==> config.mk <==
export PLATFORM = sky130hd
export DESIGN_NAME = out_collect
export DESIGN_NICKNAME = d
export VERILOG_FILES = /design/src/rtl/out_collect.sv
export SDC_FILE = /design/constraint.sdc
export NUM_CORES = 2
export LEC_CHECK = 0
export ABC_CLOCK_PERIOD_IN_PS = 2900
export CELL_PAD_IN_SITES_DETAIL_PLACEMENT = 0
export CELL_PAD_IN_SITES_GLOBAL_PLACEMENT = 1
export CORE_MARGIN = 3
export CORE_UTILIZATION = 50
export CTS_CLUSTER_SIZE = 10
export DETAILED_ROUTE_END_ITERATION = 6
export PLACE_DENSITY_LB_ADDON = 0.1
export SYNTH_ARGS = -nofsm -noshare
export SYNTH_HDL_FRONTEND = slang
export SYNTH_SLANG_ARGS = --single-unit
==> constraint.sdc <==
create_clock -name clk -period 2.9 [get_ports clk]
set_input_delay 0.435 -clock clk [delete_from_list [all_inputs] [get_ports clk]]
set_output_delay 0.435 -clock clk [all_outputs]
set_load 0.02 [all_outputs]
==> src/rtl/out_collect.sv <==
// Frame collector: gathers one sample per output channel from one-hot strobes and queues whole frames in a show-ahead FIFO.
// Latency: 1 cycle from the strobe that completes a frame to frame_valid/frame_data (FIFO empty).
// Backpressure: frame_valid/frame_ready; a full FIFO drops the completed frame and latches overflow.
// Optional: OUT_COLLECT_TIMESTAMP_EN adds a 16-bit cycle counter and a per-frame frame_ts output.
module out_collect #(
    parameter int NUIOOU = 4,
    parameter int NBITS  = 28,
    parameter int DEPTH  = 8
) (
    input  logic                     clk,
    input  logic                     rst,
    input  logic signed [NBITS-1:0]  io_out,
    input  logic [NUIOOU-1:0]        out_en,
    input  logic                     clr_err,
    output logic [NUIOOU*NBITS-1:0]  frame_data,
    output logic                     frame_valid,
    input  logic                     frame_ready,
    output logic [$clog2(DEPTH):0]   fill_count,
    output logic                     overflow,
    output logic                     proto_err
`ifdef OUT_COLLECT_TIMESTAMP_EN
    ,
    output logic [15:0]              frame_ts
`endif
);

    localparam int AW = $clog2(DEPTH);
    localparam int CW = AW + 1;
    localparam int DW = NUIOOU * NBITS;

    logic [NUIOOU-1:0] mask_q;
    logic [NBITS-1:0]  slot_q   [NUIOOU];
    logic [DW-1:0]     data_mem [DEPTH];
    logic [AW-1:0]     wr_ptr_q;
    logic [AW-1:0]     rd_ptr_q;
    logic [CW-1:0]     count_q;
    logic [CW-1:0]     count_d;
    logic              valid_q;

    logic              strobe_one;
    logic              strobe_multi;
    logic              dup_hit;
    logic              frame_done;
    logic              pop;
    logic              push;
    logic              drop;
    logic [DW-1:0]     frame_asm;

    // Classify the strobe and build the candidate frame with the incoming sample already in its slot.
    always_comb begin
        frame_asm    = '0;
        strobe_one   = $onehot(out_en);
        strobe_multi = (out_en != '0) && !strobe_one;
        dup_hit      = strobe_one && ((mask_q & out_en) != '0);
        frame_done   = strobe_one && !dup_hit && ((mask_q | out_en) == '1);
        for (int k = 0; k < NUIOOU; k++) begin
            frame_asm[k*NBITS +: NBITS] = out_en[k] ? io_out : slot_q[k];
        end
    end

    // FIFO handshake: a full FIFO still takes a frame when the head leaves on the same edge.
    always_comb begin
        pop     = valid_q && frame_ready;
        push    = frame_done && ((count_q != CW'(DEPTH)) || pop);
        drop    = frame_done && !push;
        count_d = count_q;
        if (push && !pop) begin
            count_d = count_q + CW'(1);
        end else if (pop && !push) begin
            count_d = count_q - CW'(1);
        end
    end

    // Staging slots and captured-channel mask; the completing strobe clears the mask.
    always_ff @(posedge clk or negedge rst) begin
        if (!rst) begin
            mask_q <= '0;
            for (int k = 0; k < NUIOOU; k++) begin
                slot_q[k] <= '0;
            end
        end else if (strobe_one) begin
            for (int k = 0; k < NUIOOU; k++) begin
                if (out_en[k]) begin
                    slot_q[k] <= io_out;
                end
            end
            mask_q <= frame_done ? '0 : (mask_q | out_en);
        end
    end

    // Frame storage, written only when a push is accepted.
    always_ff @(posedge clk or negedge rst) begin
        if (!rst) begin
            for (int d = 0; d < DEPTH; d++) begin
                data_mem[d] <= '0;
            end
        end else if (push) begin
            data_mem[wr_ptr_q] <= frame_asm;
        end
    end

    // Pointers, occupancy and the registered valid flag.
    always_ff @(posedge clk or negedge rst) begin
        if (!rst) begin
            wr_ptr_q <= '0;
            rd_ptr_q <= '0;
            count_q  <= '0;
            valid_q  <= 1'b0;
        end else begin
            if (push) begin
                wr_ptr_q <= wr_ptr_q + AW'(1);
            end
            if (pop) begin
                rd_ptr_q <= rd_ptr_q + AW'(1);
            end
            count_q <= count_d;
            valid_q <= (count_d != '0);
        end
    end

    // Sticky error flags; an error in the same cycle as clr_err keeps the flag set.
    always_ff @(posedge clk or negedge rst) begin
        if (!rst) begin
            overflow  <= 1'b0;
            proto_err <= 1'b0;
        end else begin
            if (drop) begin
                overflow <= 1'b1;
            end else if (clr_err) begin
                overflow <= 1'b0;
            end
            if (strobe_multi || dup_hit) begin
                proto_err <= 1'b1;
            end else if (clr_err) begin
                proto_err <= 1'b0;
            end
        end
    end

`ifdef OUT_COLLECT_TIMESTAMP_EN
    logic [15:0] ts_q;
    logic [15:0] ts_mem [DEPTH];

    // Free-running cycle counter; its value at the completing edge travels with the frame.
    always_ff @(posedge clk or negedge rst) begin
        if (!rst) begin
            ts_q <= '0;
            for (int d = 0; d < DEPTH; d++) begin
                ts_mem[d] <= '0;
            end
        end else begin
            ts_q <= ts_q + 16'd1;
            if (push) begin
                ts_mem[wr_ptr_q] <= ts_q;
            end
        end
    end

    assign frame_ts = ts_mem[rd_ptr_q];
`endif

    assign frame_data  = data_mem[rd_ptr_q];
    assign frame_valid = valid_q;
    assign fill_count  = count_q;

endmodule

## Word level (Yosys, flattened, before mapping)

Cells that the tools add are included.

| operators by class | value |
|---|---|
| add/sub/neg operators | 7 |
| magnitude comparators | 3 |
| equal/unequal tests | 3 |
| multiplexer cells | 16 |
| bitwise operators | 4 |
| reduce and logical (&&, ||, !) cells | 21 |

Operators by type and width:

| operator | count |
|---|---|
| $bwmux 896 | 1 |
| $bmux 112 s3 | 1 |
| $demux 112 s3 | 1 |
| $mux 112 | 3 |
| $mux 28 | 4 |
| $mux 4 | 3 |
| $reduce_bool 4->1 | 3 |
| $logic_and 1x1->1 | 10 |
| $ge 4x4->1 const B | 2 |
| $not 3->4 | 2 |
| $add 3x1->3 const B | 2 |
| $add 1x1->2 | 2 |
| $add 4x1->4 const B | 1 |
| $and 4x4->4 | 1 |
| $eq 4x4->1 const B | 1 |
| $logic_not 1->1 | 4 |
| $lt 4x1->1 const B | 1 |
| $ne 4x4->1 const B | 1 |
| $or 4x4->4 | 1 |
| $reduce_bool 2->1 | 2 |
| $sub 4x1->4 const B | 1 |
| $add 2x2->3 | 1 |
| $eq 3x1->1 const B | 1 |
| $mux 1 | 3 |
| $logic_or 1x1->1 | 2 |

| storage, ports and cells | value |
|---|---|
| register bits | 1025 |
| bits of input ports | 36 |
| output and inout port bits | 119 |
| word-level logic and storage cells | 73 |

## Depth between registers and ports, before layout

| logic depth | value |
|---|---|
| depth in word-level cells | 13 |
| depth in mapped cells | 16 |
| depth with buffers taken out | 11 |

## Worst setup path after synthesis

OpenSTA, ideal clock, no wires.

| path | value |
|---|---|
| path type | input to register |
| start | input port out_en[0] |
| end | register data_mem[692] (netlist bit) |
| setup time | 0.145 ns |
| data arrival time | 3.802 ns |
| data required time | 2.755 ns |
| setup slack | -1.047 ns |
| stages on the path | 16 |
| buffers on the path | 5 |
| cell sequence | clkbuf_1 buf_1 inv_1 fa_1 inv_1 ha_1 ha_1 nor3b_2 o221a_2 and2_1 buf_4 nand4_2 clkbuf_1 buf_1 nand2_1 o21ai_0 |

| on the way | value |
|---|---|
| word-level cells in the longest chain between the ends | 8 |
| elaborated cells between the ends (all ways) | 14 |
| classes of those cells | 2 x add/sub; 2 x eq/ne; 2 x mux; 2 x bitwise; 6 x reduce/logical |

Ends and longest elaborated chain:

| item | line | source |
|---|---|---|
| from (decl) | 13 | `input logic [NUIOOU-1:0] out_en,` |
| $add 1x1->2 (not written as such) | 52 | `strobe_one = $onehot(out_en);` |
| $add 2x2->3 (not written as such) | 52 |  |
| $eq 3x1->1 | 52 |  |
| $logic_and 1x1->1 | 54 | `dup_hit = strobe_one && ((mask_q & out_en) != '0);` |
| $logic_not 1->1 | 55 | `frame_done = strobe_one && !dup_hit && ((mask_q \| out_en) == '1);` |
| $logic_and 1x1->1 (2 in a row) | 55 |  |
| $logic_and 1x1->1 | 64 | `push = frame_done && ((count_q != CW'(DEPTH)) \|\| pop);` |
| to (signal, indexed assignment) | 98 | `data_mem[wr_ptr_q] <= frame_asm;` |
| to (decl) | 33 | `logic [DW-1:0] data_mem [DEPTH];` |

Parallel ways exist; a longest one is shown, timed or not.
A chain may end at the register's enable or synchronous reset.

## Worst setup path after layout

| path | value |
|---|---|
| start | register rd_ptr_q[0] |
| end | output port frame_data[20] |

| on the way | value |
|---|---|
| word-level cells in the longest chain between the ends | 4 |

Ends and longest elaborated chain:

| item | line | source |
|---|---|---|
| from (decl) | 35 | `logic [AW-1:0] rd_ptr_q;` |
| from (signal assigned) | 114 | `rd_ptr_q <= rd_ptr_q + AW'(1);` |
| $not 3->4 (not written as such) | 162 | `assign frame_data = data_mem[rd_ptr_q];` |
| $bmux 112 s3 | 162 |  |
| $mux 112 (not written as such) (2 in a row) | 162 |  |
| to (decl) | 15 | `output logic [NUIOOU*NBITS-1:0] frame_data,` |

No other way between the ends. The select of a mux whose other input is x is not followed.

==> implementation parameters <==
Parameter                              Value

GRT
  GR Layer Usage met2 ... 0.448
  Global-route usage over all layers ... 0.273
  Total global routing overflow ... 0
  Global routing's busiest layer ... met2
  First-pass GRT wire length ... 190000 um
  Met3 track demand over resource ... 0.0448
  Via count of the first global-routing pass ... 32082
  Initial antenna violation count ... 5
  Met1 Track Usage GR ... 0.378
  Maximum number of pins on one net before global-route repair ... 128

Layout
  Most frequent cells in the layout ... 1022 x dfrtp_1, 570 x nor2_1, 564 x a21oi_1
  Ratio of cells with drive above 1 in the final layout ... 0.214
  Filler cell count ... 6782
  Area overhead of the layout relative to synthesis ... 21.2%
  Number of nets in the finished design ... 4186
  Reg area ... 25700 um2
  Multi-input gate area ... 17300 um2
  Most common cell after layout, fill and taps aside ... dfrtp_1

Flow run
  Number of maximum-capacitance constraint violations ... 0

Power
  Static leakage power ... 0.0245 uW
  Power Internal ... 32200 uW
  Post-layout total power ... 46900 uW
  Portion of total power attributed to sequential cells ... 0.391
  Maximum VDD drop ... 0.000598 V
  Clock power frac ... 0.269
  Gate power share ... 0.340
  Sw Pwr ... 14800 uW
  Switching portion of total power ... 0.314
  Power density cells ... 884 nW/um2

Place
  PortBufs ... 154
  Final GP Congestion ... 0.817
  Post-place setup slack ... -0.533 ns
  HPWL Detailed ... 75200 um

Timing
  Peak clock frequency supported by timing ... 0.321 GHz
  Final-report max-slew violation count ... 0
  Worst Hold Margin ... 0.281 ns
  Clock Skew ... 0.0189 ns
  Final-report setup violation count ... 108
  Unrepaired setup endpoints after global routing ... true
  Fraction of the cycle the final worst path needs ... 1.07
  Worst path setup slack after routing ... -0.213 ns
  Slew @ Worst Pin ... 0.924 ns
  Rel. slew slack ... 0.382
  Final critical-path required period ... 3.11 ns
  TNS Setup ... -10.93 ns
  Hold Violations, Final ... 0

Routing
  Detailed-router iteration count before antenna repair ... 5
  Final wirelength ... 122000 um
  Vias per cell ... 5.78
  Vias ... 30764
  DRC violation count after routing ... 0
  Wire per inst ... 22.9 um
  Initial detailed-routing violation count ... 2341
  ANT nets after route ... 0

Setup path
  Flop-to-flop setup slack ... 0.40 ns
  Sort of element at the end of the critical path ... output port
  Path type of the worst setup path ... reg2out
  CP arrival ... 2.68 ns
  Crit path max fanout ... 7
  Reg2reg path depth ... 9
  WP data required ... 2.47 ns
  Critical R2R Capture ... data_mem[408]
  Startpoint types ... flop
  Startpoint of the worst-slack reg-to-reg timing path ... fill_count[1]

Yosys
  Seq cells post-synth ... 1025
  Count of flip-flops with a built-in enable after synthesis ... 0
  Net count after synthesis ... 3920
  Share of synthesized flip-flops with an asynchronous set or reset ... 1.00
  Number of cells produced by synthesis ... 3876
  Post-synthesis sequential area ratio ... 0.586
  Most used flip-flop cell after synthesis ... dfrtp_1
  Number of synthesis warnings ... 0
  Average instance area after synthesis ... 11.3 um2
  Cell area after synthesis ... 43800 um2
  Number of distinct standard cells referenced by the synthesized netlist ... 38

Outcome
  Run status ... finished with violations
  Violations in the final reports ... negative setup slack

CTS
  Clock transition at the registers of the reported paths ... 0.06 ns
  Maximum buffer depth of the clock tree ... 3
  Number of buffers created by CTS ... 115
  CTS sink cnt ... 1025
  Clock tree root driver cell ... clkbuf_16
  TritonCTS clock tree ... done
  H-Tree Level Count ... 3
  Clock latency on the worst-skew pair ... 0.66 ns

Floorplan
  Number of ports placed on the die boundary ... 155
  Die Ht ... 302 um
  Starting Density ... 0.510
  Die ar. ... 91200 um2
  Core region area ... 85900 um2
  Cell row count ... 107
  Width of the die ... 302 um

Hold path
  Worst min-delay path category ... in2async
worst max-delay path by stage:
stage	startpoint	end	slack (ns)
2_1_floorplan	out_en[0]	frame_valid	-0.35
3_3_place_gp	out_en[0]	data_mem[283]	-0.48
3_5_place_dp	out_en[0]	data_mem[278]	-0.53
4_1_cts	rd_ptr_q[0]	frame_data[89]	-0.31
5_1_grt	rd_ptr_q[0]	frame_data[20]	-0.27
6_report	rd_ptr_q[0]	frame_data[20]	-0.21
sequential cells by signal, indices dropped and copies added (netlist names):
signal,cells
fill_count,4
frame_valid,1
data_mem,896
proto_err,1
overflow,1
rd_ptr_q,3
mask_q,4
wr_ptr_q,3
slot_q,112
critical path, cell delays in order (launching register included):
cell     delay [ns]
dfrtp_4        0.51
buf_12         0.17
buf_16         0.15
buf_12         0.14
buf_16         0.14
mux4_2         0.43
mux2_4         0.32
buf_6          0.14
layer usage:
metal / vias up / routed length, um / part of all wire
met1: 15748 / 52600 / 0.43
met2: 785 / 58500 / 0.48
met5: - / 11 / 0.000090
met4: 2 / 4040 / 0.033
li1: 14028 / - / -
met3: 201 / 6830 / 0.056
power by group through the flow:
stage	clock network [uW]	registers (uW)	logic [uW]
floorplan	0	18100	8350
global placement	0	18300	13100
detailed placement	0	18600	13400
CTS	12900	18300	15300
global route	13500	18600	17200
finish	12600	18300	15900
stage by stage:
step                      std cells   util  cell area [um2]
after floorplan                3876      -            44000
after CTS                      5306  0.612            52600
after detailed placement       5105  0.562            48300
after global routing           5319  0.618            53100
final                          5323  0.618            53100
after global placement         5105  0.562            48300
Yosys cell counts (3+ instances only):
library cell / instances / area share
nand4_1: 5 / 0.00071
xnor2_1: 5 / 0.0010
buf_2: 86 / 0.0098
mux2_2: 113 / 0.029
dfrtp_1: 1025 / 0.59
mux2i_1: 112 / 0.026
buf_1: 29 / 0.0025
o21ai_0: 448 / 0.051
and2_1: 3 / 0.00043
o22ai_1: 3 / 0.00043
nand2_1: 457 / 0.039
nor2_1: 570 / 0.049
inv_1: 9 / 0.00077
clkbuf_1: 173 / 0.015
a21oi_1: 566 / 0.065
mux4_2: 224 / 0.12
ha_1: 7 / 0.0020
buf_4: 13 / 0.0022
logic make-up after synthesis:
kind of cell	count (synthesis)	synth area share
flops	1025	0.586
simple gates	1051	0.0923
compound gates	1026	0.118
xor+xnor	6	0.00120
buf+inv	311	0.0302
mux	449	0.170
fa+ha+maj	8	0.00246
timing repair:
action | 4_1_cts | 5_1_grt
hold buffers | 1 | 0
gates cloned | 14 | 6
setup buffers | 37 | 15
endpoints found under the setup margin | 112 | 113
endpoints found under the hold margin | 29 | 0
resized for setup | 631 | 206
cell type report:
| cell class | instances | share of cell area |
|---|---|---|
| Antenna cell | 4 | 0.000189 |
| Clock buffer | 148 | 0.0583 |
| Clock inverter | 2 | 0.000330 |
| Inverter | 10 | 0.000754 |
| Multi-Input combinational cell | 2540 | 0.325 |
| Sequential cell | 1025 | 0.483 |
| Tap cell | 1144 | 0.0270 |
| Timing Repair Buffer | 450 | 0.105 |
Note: power is estimated with default switching activity, not from simulation.
